<file path="src/rtl/rainbow_pwm_fader.sv">
// RGB hue-wheel crossfader: walks R>Y>G>C>B>M and time-slices the past and
// future base colours within each PWM frame according to a blend weight.
module rainbow_pwm_fader #(
    parameter int TICKS_PER_SLOT  = 12000,
    parameter int PWM_STEPS       = 32,
    parameter int FRAMES_PER_STEP = 4,
    parameter int ACTIVE_LOW      = 1,
    localparam int W              = $clog2(PWM_STEPS)
) (
    input  logic         clk,
    input  logic         rst,
    input  logic         en,
    input  logic         hold,
    input  logic         dir,
    output logic [2:0]   led,
    output logic [2:0]   hue_idx,
    output logic [W-1:0] weight,
    output logic         step_stb,
    output logic         cycle_stb
);

    localparam int TW = (TICKS_PER_SLOT > 1) ? $clog2(TICKS_PER_SLOT) : 1;
    localparam int FW = (FRAMES_PER_STEP > 1) ? $clog2(FRAMES_PER_STEP) : 1;
    localparam logic [TW-1:0] TICK_LAST  = TW'(TICKS_PER_SLOT - 1);
    localparam logic [W-1:0]  SLOT_LAST  = W'(PWM_STEPS - 1);
    localparam logic [FW-1:0] FRAME_LAST = FW'(FRAMES_PER_STEP - 1);
    localparam logic [W:0]    STEPS_EXT  = (W+1)'(PWM_STEPS);
    localparam logic [2:0]    LED_OFF    = (ACTIVE_LOW != 0) ? 3'b111 : 3'b000;

    // Active-high base colour for a wheel index.
    function automatic logic [2:0] base_colour(input logic [2:0] idx);
        logic [2:0] c;
        case (idx)
            3'd0:    c = 3'b100;
            3'd1:    c = 3'b110;
            3'd2:    c = 3'b010;
            3'd3:    c = 3'b011;
            3'd4:    c = 3'b001;
            3'd5:    c = 3'b101;
            default: c = 3'b100;
        endcase
        return c;
    endfunction

    // Neighbouring wheel index, modulo 6.
    function automatic logic [2:0] hue_step(input logic [2:0] idx, input logic rev);
        logic [2:0] n;
        if (rev) begin
            if (idx == 3'd0) n = 3'd5;
            else             n = idx - 3'd1;
        end else begin
            if (idx >= 3'd5) n = 3'd0;
            else             n = idx + 3'd1;
        end
        return n;
    endfunction

    logic [TW-1:0] r_tick;
    logic [W-1:0]  r_slot;
    logic [FW-1:0] r_frame;
    logic [W-1:0]  r_weight;
    logic [2:0]    r_hue;
    logic          r_dir_q;
    logic [2:0]    r_led;
    logic          r_step_stb;
    logic          r_cycle_stb;

    logic [TW-1:0] w_tick_nxt;
    logic [W-1:0]  w_slot_nxt;
    logic [FW-1:0] w_frame_nxt;
    logic [W-1:0]  w_weight_nxt;
    logic [2:0]    w_hue_nxt;
    logic          w_dir_nxt;
    logic [2:0]    w_led_nxt;
    logic          w_step_nxt;
    logic          w_cycle_nxt;
    logic [2:0]    w_future_idx;
    logic          w_show_future;

    // Counter chain, blend/hue advance and colour selection for the next edge.
    always_comb begin
        w_tick_nxt    = r_tick;
        w_slot_nxt    = r_slot;
        w_frame_nxt   = r_frame;
        w_weight_nxt  = r_weight;
        w_hue_nxt     = r_hue;
        w_dir_nxt     = r_dir_q;
        w_led_nxt     = LED_OFF;
        w_step_nxt    = 1'b0;
        w_cycle_nxt   = 1'b0;
        w_future_idx  = hue_step(r_hue, r_dir_q);
        // The last weight slots of each frame show the future colour.
        w_show_future = ({1'b0, r_slot} >= (STEPS_EXT - {1'b0, r_weight}));
        if (en) begin
            w_led_nxt = (w_show_future ? base_colour(w_future_idx) : base_colour(r_hue)) ^ LED_OFF;
            if (r_tick == TICK_LAST) begin
                w_tick_nxt = {TW{1'b0}};
                if (r_slot == SLOT_LAST) begin
                    w_slot_nxt = {W{1'b0}};
                    if (r_frame == FRAME_LAST) begin
                        w_frame_nxt = {FW{1'b0}};
                        if (!hold) begin
                            w_step_nxt = 1'b1;
                            if (r_weight == SLOT_LAST) begin
                                // Future colour becomes the new past colour.
                                w_weight_nxt = {W{1'b0}};
                                w_hue_nxt    = w_future_idx;
                                w_dir_nxt    = dir;
                                w_cycle_nxt  = r_dir_q ? (r_hue == 3'd0) : (r_hue == 3'd5);
                            end else begin
                                w_weight_nxt = r_weight + W'(1);
                            end
                        end else begin
                            w_step_nxt = 1'b0;
                        end
                    end else begin
                        w_frame_nxt = r_frame + FW'(1);
                    end
                end else begin
                    w_slot_nxt = r_slot + W'(1);
                end
            end else begin
                w_tick_nxt = r_tick + TW'(1);
            end
        end else begin
            w_led_nxt = LED_OFF;
        end
    end

    // State and output registers with synchronous reset.
    always_ff @(posedge clk) begin
        if (rst) begin
            r_tick      <= {TW{1'b0}};
            r_slot      <= {W{1'b0}};
            r_frame     <= {FW{1'b0}};
            r_weight    <= {W{1'b0}};
            r_hue       <= 3'd0;
            r_dir_q     <= 1'b0;
            r_led       <= LED_OFF;
            r_step_stb  <= 1'b0;
            r_cycle_stb <= 1'b0;
        end else begin
            r_tick      <= w_tick_nxt;
            r_slot      <= w_slot_nxt;
            r_frame     <= w_frame_nxt;
            r_weight    <= w_weight_nxt;
            r_hue       <= w_hue_nxt;
            r_dir_q     <= w_dir_nxt;
            r_led       <= w_led_nxt;
            r_step_stb  <= w_step_nxt;
            r_cycle_stb <= w_cycle_nxt;
        end
    end

    assign led       = r_led;
    assign hue_idx   = r_hue;
    assign weight    = r_weight;
    assign step_stb  = r_step_stb;
    assign cycle_stb = r_cycle_stb;

endmodule

</file>
<file path="config.mk">
export PLATFORM = sky130hd
export DESIGN_NAME = rainbow_pwm_fader
export DESIGN_NICKNAME = d
export VERILOG_FILES = /design/src/rtl/rainbow_pwm_fader.sv
export SDC_FILE = /design/constraint.sdc
export NUM_CORES = 1
export LEC_CHECK = 0
export ABC_AREA = 1
export ABC_CLOCK_PERIOD_IN_PS = 2000
export BUFFER_PORTS_ARGS = -buffer_cell sky130_fd_sc_hd__buf_2
export CORE_ASPECT_RATIO = 1.75
export CORE_MARGIN = 2
export CORE_UTILIZATION = 32
export DETAILED_ROUTE_END_ITERATION = 8
export PLACE_DENSITY = 0.5
export SYNTH_ARGS = -nofsm -noshare
export SYNTH_HDL_FRONTEND = slang
export SYNTH_SLANG_ARGS = --single-unit
</file>
<file path="constraint.sdc">
create_clock -name clk -period 2 [get_ports clk]
set_input_delay 0.1 -clock clk [delete_from_list [all_inputs] [get_ports clk]]
set_output_delay 0.1 -clock clk [all_outputs]
set_load 0.02 [all_outputs]
</file>
==> results by group <==
Outcome
  – Run status: completed

Detailed routing
  – Total vias in the final route: 2113
  – DRC marker count from the first detailed-route iteration: 44
  – Routed wirelength normalized by instance count: 12.8 um
  – Number of DRC violations after detailed routing: 0
  – Antenna Violating Nets Remaining: 0
  – Mean number of vias per cell: 4.74
  – Iteration count of the initial detailed-routing pass: 4
  – DRT Wirelength: 5730 um

STA
  – Fraction of the cycle the final worst path needs: 0.901
  – Max-slew violation count: 0
  – Setup violations, final: 0
  – Largest clock skew in the final design: 2.20 ps
  – Setup repair after global routing missed its margin: no
  – Worst hold slack after final layout: 41.1 ps
  – Achievable clock frequency: 555 MHz
  – Relative slew slack: 0.819
  – Transition time at the pin with the least slew margin: 271 ps
  – Fin. Hold Viols: 0
  – Final critical path time including I/O delays and setup: 1800 ps
  – Setup TNS: 0 ps

Layout
  – Fin util: 0.388
  – Filler Cell Count: 769
  – Number of inserted diodes: 0
  – Fraction of layout cells with a size suffix above 1: 0.166
  – Leading cell type in the layout, fill and taps excluded: sky130_fd_sc_hd__nand2_1
  – Final #Nets: 386
  – Area Growth Syn to Fin: 17.4%
  – Most frequent cells in the layout: sky130_fd_sc_hd__nand2_1 (70), sky130_fd_sc_hd__nor2_1 (50), sky130_fd_sc_hd__inv_1 (39), sky130_fd_sc_hd__nand3_1 (34), sky130_fd_sc_hd__dfxtp_1 (34)

Clock tree
  – CTS H-tree lvls: 2
  – Clock sinks: 35
  – Root buffer cell: sky130_fd_sc_hd__clkbuf_16
  – Post_cts resized: 0
  – Skew-Pair Late Insertion Delay: 280 ps
  – Hold-fix buffer count after cts: 0
  – Post-CTS setup buffers: 0
  – Number of clock buffers inserted by TritonCTS: 5
  – Clock slew at the register clock pins of the worst setup and hold paths: 50 ps
  – TritonCTS clock tree: done
  – Maximum root-to-sink buffer count: 2

Synthesis
  – Number of distinct library cell variants in the gate-level netlist after synthesis: 28
  – Syn_nets: 356
  – Post-synthesis cell area: 0.00227 sq mm
  – Synthesized flop and latch total: 35
  – Post-synthesis average cell area: 6.85 sq um
  – Gate Count Post-Synth: 331
  – Sequential area share after synthesis: 0.309
  – Number of synthesis warnings: 0

Pwr
  – Cell area power density: 591 mW/mm^2
  – VDD IR max: 0.475 mV
  – Total power consumption of the routed design: 0.00157 W
  – Leakage dissipation: 1.16 nW

Die
  – Die Height: 115 um
  – Die outline area: 0.00780 sq mm
  – Row count: 40
  – Floorplan core area: 0.00686 sq mm
  – I/O pins: 18
  – Initial Utilization: 0.330
  – Overall die width: 67.6 um

Setup path
  – Type of element launching the critical path: flip-flop
  – Critical path class: reg2reg
  – Required time at the endpoint of the critical path: 2160 ps
  – Crit path arrival time: 1960 ps
  – Critical-path maximum fanout: 4
  – Setup crit end kind: flip-flop

Placement
  – PortBufs: 17
  – Post-DP HPWL: 4750 um
  – Final RePlAce weighted congestion: 0.813

Global route
  – Overall track demand over capacity in global routing: 0.170
  – Wire length of the first global-routing pass: 9730 um
  – Maximum number of pins on one net before global-route repair: 15
  – GR Overflow Total: 0
  – Vias in the first global route: 2225
  – Initial antenna violation count: 0

Hold path
  – Path class of the lowest-slack min-delay path: in2reg

Flow run
  – Maxcap violations: 0
state kept, by name, indices dropped and copies added (netlist names):
register and count:
r_tick 14, cycle_stb 1, r_frame 2, r_slot 5, led 3, r_dir_q 1
hue_idx 3, step_stb 1, weight 5
worst paths after layout:
path	end	slack (ps)	cells past startpoint	start
worst min register to register	r_frame[1]$_SDFFE_PP0P_	480	2	r_frame[1]$_SDFFE_PP0P_
worst max register to register	led[2]$_SDFF_PP1_	200	11	weight[0]$_SDFFE_PP0P_
worst min-delay path	r_dir_q$_SDFFE_PP0P_	40	3	dir
worst max-delay path	led[2]$_SDFF_PP1_	200	11	weight[0]$_SDFFE_PP0P_
layout make-up:
class | instances | area [sq um] | area share
Inverter | 46 | 176 | 0.0663
Timing Repair Buffer | 27 | 160 | 0.0602
Clock buffer | 8 | 156 | 0.0588
Multi-Input combinational cell | 246 | 1360 | 0.511
Tap cell | 84 | 105 | 0.0395
Sequential cell | 35 | 702 | 0.264
metal layers:
metal | vias to the layer above | GRT usage | routed length [um]
li1 | 1118 | - | -
met1 | 944 | 0.139 | 1950
met2 | 33 | 0.341 | 3350
met3 | 18 | 0.0333 | 167
met4 | 0 | 0.107 | 258
met5 | - | 0 | 0
power by group:
part	switching (W)	internal (W)	total, W
logic	0.0000322	0.0000147	0.0000470
registers	0.00000356	0.000703	0.000706
clock network	0.000290	0.000530	0.000820
critical path, cell delays in order, from the launching register on:
cell                      delay, ps
sky130_fd_sc_hd__dfxtp_1        340
sky130_fd_sc_hd__inv_1           80
sky130_fd_sc_hd__ha_1           220
sky130_fd_sc_hd__nand3_1        100
sky130_fd_sc_hd__xor2_1         180
sky130_fd_sc_hd__ha_1           280
sky130_fd_sc_hd__nand3_1         90
sky130_fd_sc_hd__nand2_1         60
sky130_fd_sc_hd__inv_2           70
sky130_fd_sc_hd__nand3_1        100
sky130_fd_sc_hd__nand2_1         90
sky130_fd_sc_hd__nand3_1         60
synth_stat cells, drive strengths merged:
library cell / instances / share of area
nor2: 61 / 0.12
o21bai: 1 / 0.0033
buf: 1 / 0.0033
nor3: 3 / 0.0088
dfxtp: 35 / 0.31
inv: 45 / 0.076
o21ai: 12 / 0.027
clkbuf: 3 / 0.0094
nand2: 73 / 0.13
o21a: 1 / 0.0033
a21o: 1 / 0.0033
nand3: 37 / 0.092
clkinv: 1 / 0.0022
xnor2: 1 / 0.0039
ha: 20 / 0.11
xor2: 8 / 0.031
a21oi: 18 / 0.040
nand4: 10 / 0.028
per-stage QoR:
step	instances	setup slack [ps]	instance area (sq um)
floorplan	331	98.0	2270
global placement	438	159	2500
detailed placement	438	145	2500
CTS	446	129	2660
global route	446	8.96	2660
finish	446	198	2660
cells by family after synthesis:
logic type	share of synthesized area
simple gates	0.379
buf+inv	0.0906
flops	0.309
compound gates	0.0762
fa+ha+maj	0.110
xor+xnor	0.0348
No activity file was read; power rests on OpenSTA's default activity.
